File: src/rtl/ccff_loader_if.sv
// Byte-stream side of the configuration-chain loader: host config bytes in,
// readback bytes out. The loader is the slave; the host/bring-up block is the master.
interface ccff_loader_if;
  logic       cfg_start;
  logic       cfg_valid;
  logic       cfg_ready;
  logic [7:0] cfg_data;
  logic [7:0] rb_data;
  logic       rb_valid;

  modport master (output cfg_start, cfg_valid, cfg_data, input cfg_ready, rb_data, rb_valid);
  modport slave  (input cfg_start, cfg_valid, cfg_data, output cfg_ready, rb_data, rb_valid);
endinterface

File: src/rtl/ccff_loader.sv
// Serializes config bytes LSB-first onto the fabric's ccff chain and packs the
// bits leaving the chain tail back into readback bytes.
module ccff_loader #(
  parameter int CHAIN_LEN = 12,
  parameter int CNT_W     = $clog2(CHAIN_LEN + 1)
) (
  input  logic           prog_clk,
  input  logic           pReset,
  ccff_loader_if.slave   cfg,
  output logic           ccff_head,
  output logic           ccff_shift_en,
  input  logic           ccff_tail,
  output logic           busy,
  output logic           done
);

  typedef enum logic [1:0] {IDLE, WAIT_BYTE, SHIFT, DONE} state_t;

  state_t           state;
  logic [7:0]       sreg;
  logic [3:0]       nbits;
  logic [CNT_W-1:0] remaining;
  logic [CNT_W-1:0] rb_rem;
  logic [7:0]       rb;
  logic [2:0]       rbidx;
  logic [7:0]       rb_next;

  always_comb begin
    rb_next        = rb;
    rb_next[rbidx] = ccff_tail;
  end

  always_ff @(posedge prog_clk) begin
    if (pReset) begin
      state         <= IDLE;
      sreg          <= '0;
      nbits         <= '0;
      remaining     <= '0;
      rb_rem        <= '0;
      rb            <= '0;
      rbidx         <= '0;
      ccff_head     <= 1'b0;
      ccff_shift_en <= 1'b0;
      cfg.cfg_ready <= 1'b0;
      cfg.rb_data   <= '0;
      cfg.rb_valid  <= 1'b0;
      done          <= 1'b0;
      busy          <= 1'b0;
    end else begin
      cfg.rb_valid  <= 1'b0;
      done          <= 1'b0;
      ccff_shift_en <= 1'b0;
      // busy lags the state by one cycle so it drops only after the done pulse
      busy          <= !(state == IDLE && !cfg.cfg_start);

      // Tail is sampled on the same edge the chain advances
      if (ccff_shift_en) begin
        rb_rem <= rb_rem - CNT_W'(1);
        if (rbidx == 3'd7 || rb_rem == CNT_W'(1)) begin
          cfg.rb_data  <= rb_next;
          cfg.rb_valid <= 1'b1;
          rb           <= '0;
          rbidx        <= '0;
        end else begin
          rb    <= rb_next;
          rbidx <= rbidx + 3'd1;
        end
      end

      case (state)
        IDLE: begin
          if (cfg.cfg_start) begin
            remaining     <= CNT_W'(CHAIN_LEN);
            rb_rem        <= CNT_W'(CHAIN_LEN);
            cfg.cfg_ready <= 1'b1;
            state         <= WAIT_BYTE;
          end
        end
        WAIT_BYTE: begin
          if (cfg.cfg_valid) begin
            sreg          <= cfg.cfg_data;
            nbits         <= (32'(remaining) > 32'd8) ? 4'd8 : 4'(remaining);
            cfg.cfg_ready <= 1'b0;
            state         <= SHIFT;
          end
        end
        SHIFT: begin
          ccff_head     <= sreg[0];
          ccff_shift_en <= (nbits != 4'd0);
          sreg          <= sreg >> 1;
          // nbits==0 only after the final bit: lets its enable cycle finish before DONE
          if (nbits == 4'd0) begin
            state <= DONE;
          end else begin
            nbits     <= nbits - 4'd1;
            remaining <= remaining - CNT_W'(1);
            if (nbits == 4'd1 && remaining != CNT_W'(1)) begin
              cfg.cfg_ready <= 1'b1;
              state         <= WAIT_BYTE;
            end
          end
        end
        DONE: begin
          done  <= 1'b1;
          state <= IDLE;
        end
        default: state <= IDLE;
      endcase
    end
  end

endmodule

File: src/flat_wrapper.sv
// flat-port wrapper written by rule: the top's interface ports become plain ports
module ccff_loader_flat 
#(
  parameter int CHAIN_LEN = 12,
  parameter int CNT_W     = $clog2(CHAIN_LEN + 1)
)
  (prog_clk, pReset, ccff_head, ccff_shift_en, ccff_tail, busy, done, cfg_cfg_start, cfg_cfg_valid, cfg_cfg_data, cfg_cfg_ready, cfg_rb_data, cfg_rb_valid);
  ccff_loader_if cfg_i ();
  input  logic prog_clk;
  input  logic pReset;
  output logic ccff_head;
  output logic ccff_shift_en;
  input  logic ccff_tail;
  output logic busy;
  output logic done;
  input wire logic [$bits(cfg_i.cfg_start)-1:0] cfg_cfg_start;
  input wire logic [$bits(cfg_i.cfg_valid)-1:0] cfg_cfg_valid;
  input wire logic [$bits(cfg_i.cfg_data)-1:0] cfg_cfg_data;
  output wire logic [$bits(cfg_i.cfg_ready)-1:0] cfg_cfg_ready;
  output wire logic [$bits(cfg_i.rb_data)-1:0] cfg_rb_data;
  output wire logic [$bits(cfg_i.rb_valid)-1:0] cfg_rb_valid;
  assign cfg_i.cfg_start = cfg_cfg_start;
  assign cfg_i.cfg_valid = cfg_cfg_valid;
  assign cfg_i.cfg_data = cfg_cfg_data;
  assign cfg_cfg_ready = cfg_i.cfg_ready;
  assign cfg_rb_data = cfg_i.rb_data;
  assign cfg_rb_valid = cfg_i.rb_valid;
  ccff_loader #(.CHAIN_LEN(CHAIN_LEN), .CNT_W(CNT_W)) u_core (.prog_clk(prog_clk), .pReset(pReset), .cfg(cfg_i), .ccff_head(ccff_head), .ccff_shift_en(ccff_shift_en), .ccff_tail(ccff_tail), .busy(busy), .done(done));
endmodule
File: config.mk
export PLATFORM = sky130hd
export DESIGN_NAME = ccff_loader_flat
export DESIGN_NICKNAME = d
export VERILOG_FILES = /design/src/rtl/ccff_loader_if.sv /design/src/rtl/ccff_loader.sv /design/src/flat_wrapper.sv
export SDC_FILE = /design/constraint.sdc
export NUM_CORES = 1
export LEC_CHECK = 0
export CORE_ASPECT_RATIO = 1.1
export CORE_UTILIZATION = 59
export CTS_CLUSTER_SIZE = 40
export DETAILED_ROUTE_END_ITERATION = 7
export PLACE_DENSITY_LB_ADDON = 0.2
export SLEW_MARGIN = 20
export SYNTH_ARGS = -nofsm -noshare
export SYNTH_HDL_FRONTEND = slang
export SYNTH_SLANG_ARGS = --single-unit
File: constraint.sdc
create_clock -name prog_clk -period 3 [get_ports prog_clk]
set_input_delay 0.6 -clock prog_clk [delete_from_list [all_inputs] [get_ports prog_clk]]
set_output_delay 0.6 -clock prog_clk [all_outputs]
set_load 0.005 [all_outputs]
# After elaboration in Yosys (flattened, before gate mapping)
# Cells that the tools add are included.
# word_totals
ff_bits,47
inputBits,13
output_inout_bits,14
word_cells,84
# op_classes
add_sub_neg,4
order_cmp,3
eq_ne,12
mux,29
n_bitwise,2
n_reduce_logical,20
# ops
cell,count
$mux 4,8
$mux 8,2
$pmux 4 s2,2
$pmux 8 s2,1
$sub 4x1->4 const B,3
$reduce_and 3->1,3
$bwmux 8,1
$eq 4x1->1 const B,2
$mux 2,4
$pmux 2 s4,1
$mux 1,7
$ne 2x2->1 const B,3
$reduce_and 5->1,1
$eq 2x2->1 const B,2
$gt 4x4->1 const B,1
$logic_not 4->1,1
$lt 3x4->1 const B,1
$ne 4x1->1 const B,1
$reduce_and 2->1,2
$reduce_bool 2->1,2
$reduce_bool 4->1,1
$reduce_or 2->1,2
$add 3x1->3 const B,1
$demux 1 s3,1
13 further kinds,17

# Depth between registers and ports, before layout
# Gate-level depths: netlist of the first run.
# depth
depth_word,6
ltp_mapped,8
depth_no_buf,6

# Worst setup path after synthesis of the first run
# Ideal clock, no wire load.
# synth_timing
kind,reg-to-reg
start,register u_core.rbidx[0]
end,register u_core.cfg.rb_data[4]
arrival_ps,1395
slack_ps,1469
path_stages_with_launch,9
path_cell_list,dfxtp_1 ha_1 ha_1 clkbuf_1 o21a_1 buf_6 buf_12 nor2_2 a211oi_2
# synth_via
elab_chain_cells,5
elab_cells_between_ends,9
cone_classes,order compare: 2; eq/ne: 1; mux: 3; reduce/logical: 3
# synth_lines
element,line,source
"start, declared",ccff_loader.sv:25,logic [2:0] rbidx;
"start signal, assigned",ccff_loader.sv:66,rbidx <= rbidx + 3'd1;
$lt 3x4->1 (implied by the code) / $ge 3x1->1 (equally long branches),ccff_loader.sv:30,rb_next[rbidx] = ccff_tail;
$logic_and 1x1->1 (implied by the code),ccff_loader.sv:30,
$mux 1 (implied by the code),ccff_loader.sv:30,
$demux 1 s3,n/a,
$bwmux 8,ccff_loader.sv:30,
"end signal, assigned",ccff_loader.sv:60,cfg.rb_data <= rb_next;
"end, declared",ccff_loader_if.sv:12,"modport slave (input cfg_start, cfg_valid, cfg_data, output cfg_ready, rb_data, rb_valid);"
# Several ways; a longest one is shown, not always the timed one.
# A chain may end at the register's enable or synchronous reset.

# Final worst setup path of the first run
# layout_timing
start,register u_core.rbidx[0]
end,register u_core.cfg.rb_data[2]
# The elaborated chain is that of the path after synthesis.

==> results.txt, run 1 <==
- Result of the run: complete, no violations
- Peak supply drop: 414 uV
- Worst setup slack after layout: roughly 0.92 ns
- I/O pin count: 27
* Number of synthesized register bits: 47
- Of the total power, the share spent switching nets is 0.265.
- Die H: approximately 67 um
* Post-detailed-placement cell area: approximately 2500 sq um
* Diodes inserted: 0
- Wires add up to ~4400 um.
- Reg2reg end: u_core.cfg.rb_data[2]$_SDFFE_PP0P_
* First-pass DRT Iterations: 4
* Proportion of layout cells with a drive suffix above 1: 0.102
- CTS clock-pin slew for the worst setup and hold paths: 0.09 ns
* Global-route usage over all layers: 0.239
- Setup repair after global routing left no endpoint under its margin.
- Net count, final: slightly below 300
- Post-route setup TNS: 0 ns
- Critical register-to-register path startpoint: u_core.rbidx[0]$_SDFFE_PP0P_
- For this design, the slowest cell found on the critical path is o21a_1.
* Post-route standard cell area excluding fillers: 2620 sq um
* Number of H-tree levels: 2
- After floorplanning, the core was sized to cover 3680 sq um.
- At the placement stage, the worst setup path has a slack of between 0.8 and 0.9 ns.
- Measured in cells, the most critical reg-to-reg path has a length of 5.
* Remaining global-route overflow: 0
- Number of inserted filler cells in the final layout: 315
* Area of the mapped netlist: 2300 sq um
- Crit path required time: 3.21 ns
* Fraction of the yosys area taken by sequential cells: 0.410
- In this design, the critical path's most frequently occurring cell is ha_1.
- Critical Path Max Stage Delay: 0.61 ns
- Post-Syn Area per Cell: 8.87 sq um
- The tree is rooted in a clkbuf_8.
- Met1 WL: approximately 2000 um
- Global-route wire length before repair: 7340 um
- Hold crit path type: reg -> reg
* Largest net degree at the start of global routing: 27
- For this design, the CTS-stage hold fixing added 0 buffers.
- The die covers 4150 sq um.
* Worst skew pair latency: 0.30 ns
* Switching power of the nets: 316 uW
* Clock sinks: 47
- Setup violations remaining at the end of the flow were counted as 0.
* Number of warnings reported in the yosys synthesis log: 0
- Pwr dens: 455 nW/um^2
- Gates resized during post-CTS repair numbered 0.
* Amount of wire on met2 after detailed routing: 2200 um
- Max Slew Vio Count: 0
* Worst Skew: 0.00678 ns
- # Max-Cap Violations: 0
- Final estimated routing congestion in global placement: 0.805
* Share of total power in the clock network: 0.310
- After detailed routing, the average wire length per cell comes to 13.6 um.
- The worst hold path begins at u_core.cfg.cfg_ready$_SDFFE_PP0P_.
- The number of antenna violations at the first check in global routing was 0.
- Hold Path Stages: 2
- The clock passes through at most 2 buffers.
- Period Utilization, post-route: 0.694
- In this run the worst path has a maximum fanout of 15.
* Final HPWL from detailed placement: 3070 um
* DRT antenna net count: 0
* P&R area growth vs syn: 14.1%
- TritonCTS built the clock tree.
- The total count of hold-check failures in the final report was 0.
- Internal power comes to 876 uW.
- Maximum operating frequency: 480 MHz
- Counting distinct cell types in the post-synthesis netlist gives 48.
* Most used cells in the layout excluding fill and tap cells: dfxtp_1, nor2_1, nand2_1
- Share of total power in combinational logic: 0.122
- In the routed design, unresolved DRC markers number 0.
* Total via count after detailed routing: 1817
- LEAKAGE: 0.000925 uW
* Reg-to-reg setup timing slack: slightly above 0.9 ns
* Top routing layer used: met4
* Proportion of power drawn by flip-flops and latches: 0.568
* Worst slew pin tran: 0.863 ns
- In this run, CTS created clock tree buffers numbering 5.
* Post-CTS Setup Inserts: 0
- Walking the worst path, the cells encountered are ha_1 > ha_1 > o21a_1 > nor2_1 > a211oi_1.
- Wire length on met3: about 130 um
* Synthesized netlist cell count: 259
- Worst slew slack as a fraction of its limit: 0.425
- Using the TritonRoute via totals, the vias-per-cell ratio works out to 5.59.
- Site Rows: 23
* Time the worst path needs with I/O delays and setup: 2.08 ns
- Via count of the first global-routing pass: 1657
* Crit. End Element: flop
* Startpoint-to-endpoint class of the critical path: reg -> reg
- IO Port Bufs: 26
* End point of the critical path: u_core.cfg.rb_data[2]$_SDFFE_PP0P_
* Post-Syn Nets: 280
- Data on the critical path arrives at its endpoint at between 2 and 2.5 ns.
- In this run, the number of DRC markers left after iteration 0 of detailed routing was 135.
- Leaving out fill and tap cells, the most frequent cell in the layout is dfxtp_1.
- The worst setup path is launched from a flop.
- Source of the critical timing path: u_core.rbidx[0]$_SDFFE_PP0P_
* Starting density of the core: 0.624
- The die is 61.5 um wide.
-- layout make-up --
cell class | count | area (sq um) | share of cell area
inverters | 10 | 37.5 | 0.0143
multi-input cells | 182 | 1210 | 0.461
clock buffers | 5 | 68.8 | 0.0263
repair buffers | 28 | 288 | 0.110
flip-flops and latches | 47 | 941 | 0.359
clock inverters | 3 | 15.0 | 0.00573
well taps | 50 | 62.6 | 0.0239
-- Yosys cell counts (all sizes together) --
master / n / area share
a311oi: 7 / 0.027
nand3b: 4 / 0.015
o41a: 6 / 0.029
o22a: 1 / 0.0038
nand2: 29 / 0.047
and2: 1 / 0.0027
a22oi: 5 / 0.016
a21oi: 13 / 0.030
o21a: 1 / 0.0033
dfxtp: 47 / 0.41
xnor2: 3 / 0.011
a211o: 1 / 0.0038
a31o: 1 / 0.0038
nand3: 3 / 0.0065
nor2b: 2 / 0.0054
mux2i: 9 / 0.039
xor2: 2 / 0.0076
a211oi: 11 / 0.045
a21o: 1 / 0.0033
mux2: 2 / 0.0098
nor4: 1 / 0.0027
a31oi: 2 / 0.0054
inv: 10 / 0.016
and3b: 1 / 0.0038
nor2: 40 / 0.069
clkbuf: 7 / 0.011
ha: 8 / 0.044
a2111oi: 2 / 0.010
or3b: 1 / 0.0038
nand4: 1 / 0.0027
nand2b: 3 / 0.0082
nor3b: 7 / 0.032
buf: 13 / 0.036
o21ai: 7 / 0.015
nor3: 6 / 0.013
a221oi: 1 / 0.0065
-- state kept, by name, summed over array words and instances, names as in the netlist, 2 cells and up --
| signal | flops |
|---|---|
| u_core.state | 2 |
| u_core.rb_rem | 4 |
| u_core.sreg | 8 |
| u_core.nbits | 4 |
| u_core.rb | 8 |
| u_core.rbidx | 3 |
| u_core.remaining | 4 |
| u_core.cfg.rb_data | 8 |
-- power by group through the flow --
stage / sequential (uW) / clock [uW] / combinational (uW)
2_1_floorplan: 681 / 0 / 107
3_3_place_gp: 691 / 0 / 142
3_5_place_dp: 692 / 0 / 144
4_1_cts: 677 / 380 / 145
5_1_grt: 682 / 404 / 162
6_report: 677 / 369 / 145
-- how the worst min path moves through the flow --
| stage | endpoint |
|---|---|
| 2_1_floorplan | u_core.ccff_head$_SDFFE_PP0P_ |
| 3_3_place_gp | u_core.ccff_head$_SDFFE_PP0P_ |
| 3_5_place_dp | u_core.ccff_head$_SDFFE_PP0P_ |
| 4_1_cts | u_core.cfg.cfg_ready$_SDFFE_PP0P_ |
| 5_1_grt | u_core.cfg.cfg_ready$_SDFFE_PP0P_ |
| 6_report | u_core.cfg.cfg_ready$_SDFFE_PP0P_ |
-- per-stage QoR --
step / power (uW) / utilization / hold WS, ns / cells
final: 1190 / 0.712 / 0.468 / 325
after detailed placement: 835 / 0.689 / 0.463 / 317
after global placement: 833 / 0.689 / 0.444 / 317
after CTS: 1200 / 0.712 / 0.470 / 325
after floorplan: 788 / - / 0.432 / 259
after global routing: 1250 / 0.712 / 0.485 / 325
-- cells by family (layout without fill, tap and decap cells) --
group,Yosys count,count (layout),share of synthesized area
adders and majority gates,8,8,0.0436
xor gates and xnor gates,5,5,0.0191
muxes,11,11,0.0490
AOI/OAI and AO/OA,59,59,0.203
DFF,47,47,0.410
buffers and inverters,30,46,0.0643
and+or+nand+nor,99,99,0.212
-- worst max-delay path, delay by kind of cell (launching register included) --
kind	cells	cell delay [ns]
flops	1	0.54
fa+ha+maj	2	0.52
simple gates	1	0.08
compound gates	2	0.85
-- metal layers --
metal  vias to the layer above  GRT usage
met1                       838      0.301
li1                        938          -
met2                        32      0.387
met3                         9     0.0536
met4                         0      0.106
met5                         -          0
No activity file was read; power rests on OpenSTA's default activity.
==> run 2, diff against run 1 <==
--- a/config.mk
+++ b/config.mk
@@ -6,7 +6,7 @@
 export NUM_CORES = 1
 export LEC_CHECK = 0
 export CORE_ASPECT_RATIO = 1.1
-export CORE_UTILIZATION = 59
+export CORE_UTILIZATION = 50
 export CTS_CLUSTER_SIZE = 40
 export DETAILED_ROUTE_END_ITERATION = 7
 export PLACE_DENSITY_LB_ADDON = 0.2
==> constraint.sdc (replaced) <==
create_clock -name prog_clk -period 1.9 [get_ports prog_clk]
set_input_delay 0.38 -clock prog_clk [delete_from_list [all_inputs] [get_ports prog_clk]]
set_output_delay 0.38 -clock prog_clk [all_outputs]
set_load 0.005 [all_outputs]
==> results.txt, run 2 (synthesized netlist as in run 1, its figures left out) <==
- The clock tree from TritonCTS is built (unchanged).
- The largest driver fanout on the critical path is 5 (was 15).
- The synthesis-to-finish area growth came to 21.1% (was 14.1%).
- Worst Hold End: u_core.ccff_head$_SDFFE_PP0P_ (was u_core.cfg.cfg_ready$_SDFFE_PP0P_)
- Slowest cell on the critical path: dfxtp_1 (was o21a_1)
- The worst-case clock buffer depth is 2 (unchanged).
* I/O pin count: 27 (unchanged)
- Critical Path Max Stage Delay: 0.40 ns (was 0.61 ns)
- Result of the run: complete, no violations (unchanged).
- Post-CTS Setup Inserts: 0 (unchanged)
* Crit path max-delay family: compound AO/OA/AOI/OAI gates (unchanged)
- Post-route setup TNS: 0 ns (unchanged)
* Worst Skew: 0.00366 ns (was 0.00678 ns)
- The startpoint of the worst-slack reg-to-reg timing path is u_core.nbits[0]$_SDFFE_PP0P_ (was u_core.rbidx[0]$_SDFFE_PP0P_).
- The number of clock sinks came to 47 (unchanged).
* First-pass DRT Iterations: 4 (unchanged)
- The minimum setup slack among reg-to-reg paths is 0.16 ns (was 0.92 ns).
- DRT antenna net count: 0 (unchanged)
- The via-per-instance ratio was 5.41 (was 5.59).
- The total grt overflow is 0 (unchanged).
- The number of H-tree levels is 2 (unchanged).
- CTS clock-pin slew for the worst setup and hold paths: 0.08 ns (was 0.09 ns)
* Type of origin of the critical path: flop (unchanged)
- Max Slew Vio Count: 0 (unchanged)
- Unrepaired setup endpoints after global routing: no (unchanged)
- Worst skew pair latency: 0.30 ns (about the same)
* Combined buffer and inverter count along the critical path: 2 (was 0)
- Cell breakdown of the critical path: inv_1 > ha_1 > nor3b_1 > buf_4 > a211oi_4 > o21ai_1 > a211oi_1 (was ha_1 > ha_1 > o21a_1 > nor2_1 > a211oi_1)
* Final Routed Wirelength: 4620 um (was 4400 um)
- The power density over cell area was 786 nW/um^2 (was 455 nW/um^2).
* Antenna violations before repair: 0 (unchanged)
- Reg2reg end: u_core.cfg.cfg_ready$_SDFFE_PP0P_ (was u_core.cfg.rb_data[2]$_SDFFE_PP0P_)
- Startpoint-to-endpoint class of the critical path: reg -> reg (unchanged)
- The half-perimeter wire length after placement came to 3290 um (was 3070 um).
- Hold crit path type: reg -> reg (unchanged)
- The final net count is 310 (was 295).
- The endpoint required time on the critical path is 2.12 ns (was 3.21 ns).
- The final RePlAce weighted congestion was 0.864 (was 0.805).
- The starting density of the core came to 0.528 (was 0.624).
- The TritonCTS buffer count is 5 (unchanged).
* Floorplan die area: 4870 sq um (was 4150 sq um)
- The routed wire length per instance came to 13.4 um (was 13.6 um).
- Most used cells in the layout excluding fill and tap cells: dfxtp_1, nor2_1, nand2_1 (unchanged).
- The number of gates given a new drive strength after cts was 0 (unchanged).
- The final critical delay including setup and external delays came to 1.74 ns (was 2.08 ns).
- Core outline area: 4350 sq um (was 3680 sq um)
- Largest registers ranked by flip-flop count: u_core.cfg.rb_data (8), u_core.rb (8), u_core.sreg (8) (unchanged).
* Most frequent standard cell in the layout excluding fill and tap cells: dfxtp_1 (unchanged)
- The arrival time of the worst setup path came to 1.95 ns (was 2.29 ns).
- Initial drt markers: 123 (was 135)
* Post-CTS Hold Buffers: 0 (unchanged)
- The count of standard-cell rows was 25 (was 23).
- Diodes inserted: 0 (unchanged)
* Setup violators final: 0 (unchanged)
- IO Port Bufs: 26 (unchanged)
- The depth of the worst register-to-register path is 7 (was 5).
* Global-route usage over all layers: 0.210 (was 0.239)
- Period Utilization, post-route: 0.914 (was 0.694)
- Remaining routing DRC violations: 0 (unchanged)
- The launching instance or port of the critical path was u_core.nbits[0]$_SDFFE_PP0P_ (was u_core.rbidx[0]$_SDFFE_PP0P_).
- Crit. End Element: flop (unchanged)
- # Max-Cap Violations: 0 (unchanged)
- Final Hold Fails: 0 (unchanged)
- Proportion of layout cells with a drive suffix above 1: 0.145 (was 0.102)
- The headroom to the max-slew limit was 0.708 (was 0.425).
- The overall die width came to 66.6 um (was 61.5 um).
- The number of instances on the worst hold path came to 2 (unchanged).
- The start point of the worst min-delay path is u_core.ccff_head$_SDFFE_PP0P_ (was u_core.cfg.cfg_ready$_SDFFE_PP0P_).
- The maximum VDD drop is 384 uV (was 414 uV).
* Die H: 73.1 um (was 67.4 um)
- Maximum operating frequency: 576 MHz (was 480 MHz)
- The wire length of the first global-routing pass was 7840 um (was 7340 um).
- Worst slew pin tran: 0.436 ns (was 0.863 ns)
* Clock root buffer: clkbuf_8 (unchanged)
- Largest net degree at the start of global routing: 20 (was 27)
- The leakage power figure was 0.00101 uW (was 0.000925 uW).
- Hold_ws: 0.459 ns (was 0.468 ns)
* Total via count after detailed routing: 1860 (was 1817)
- Via count of the first global-routing pass: 1748 (was 1657)
run 2: cell types whose count changed in the layout (fill, tap and decap cells not counted), sizes merged:
| cell | change |
|---|---|
| buf | +15 |
| bufinv | +2 |
| clkbuf | +1 |
| clkinv | -3 |
run 2: worst max-delay path by stage:
| stage | end | depth (start not counted) |
|---|---|---|
| floorplan | u_core.cfg.rb_data[4]$_SDFFE_PP0P_ | 8 |
| finish | u_core.cfg.cfg_ready$_SDFFE_PP0P_ | 7 |
| global route | u_core.cfg.cfg_ready$_SDFFE_PP0P_ | 7 |
| global placement | u_core.cfg.cfg_ready$_SDFFE_PP0P_ | 7 |
| CTS | u_core.cfg.cfg_ready$_SDFFE_PP0P_ | 7 |
| detailed placement | u_core.sreg[2]$_SDFFE_PP0P_ | 5 |
run 2: per-layer routing:
metal  vias to the layer above  global-route usage  wire (um)
met3                         7              0.0469        125
met5                         -                   0          0
met2                        19               0.367       2280
li1                        965                   -          -
met4                         0              0.0827         74
met1                       869               0.246       2140
run 2: report_power, final:
| group | switching, uW | internal [uW] |
|---|---|---|
| registers | 37.0 | 1020 |
| logic | 141 | 126 |
| clock network | 334 | 526 |
| total | 512 | 1680 |
run 2: cell type report:
class	instances	area, sq um
multi-input cells	182	1220
flip-flops and latches	47	941
inverters	10	37.5
fillers	362	1570
clock inverters	2	60.1
clock buffers	6	72.6
well taps	54	67.6
repair buffers	43	388
run 2: metrics by stage:
step / util / total power, uW / setup WS, ns / cells / area [sq um]
6_report: 0.640 / 2190 / 0.163 / 344 / 2780
5_1_grt: 0.640 / 2280 / 0.0207 / 344 / 2780
4_1_cts: 0.638 / 2200 / 0.134 / 344 / 2780
3_5_place_dp: 0.608 / 1340 / 0.142 / 336 / 2640
3_3_place_gp: 0.608 / 1340 / 0.148 / 336 / 2640
2_1_floorplan: - / 1240 / 0.369 / 259 / 2300
run 2: worst min-delay path: cells and delay by family (launching register included):
kind | cells | cell delay, ns
AND/OR/NAND/NOR | 1 | 0.05
flip-flops | 1 | 0.32
AO/OA/AOI/OAI | 1 | 0.05
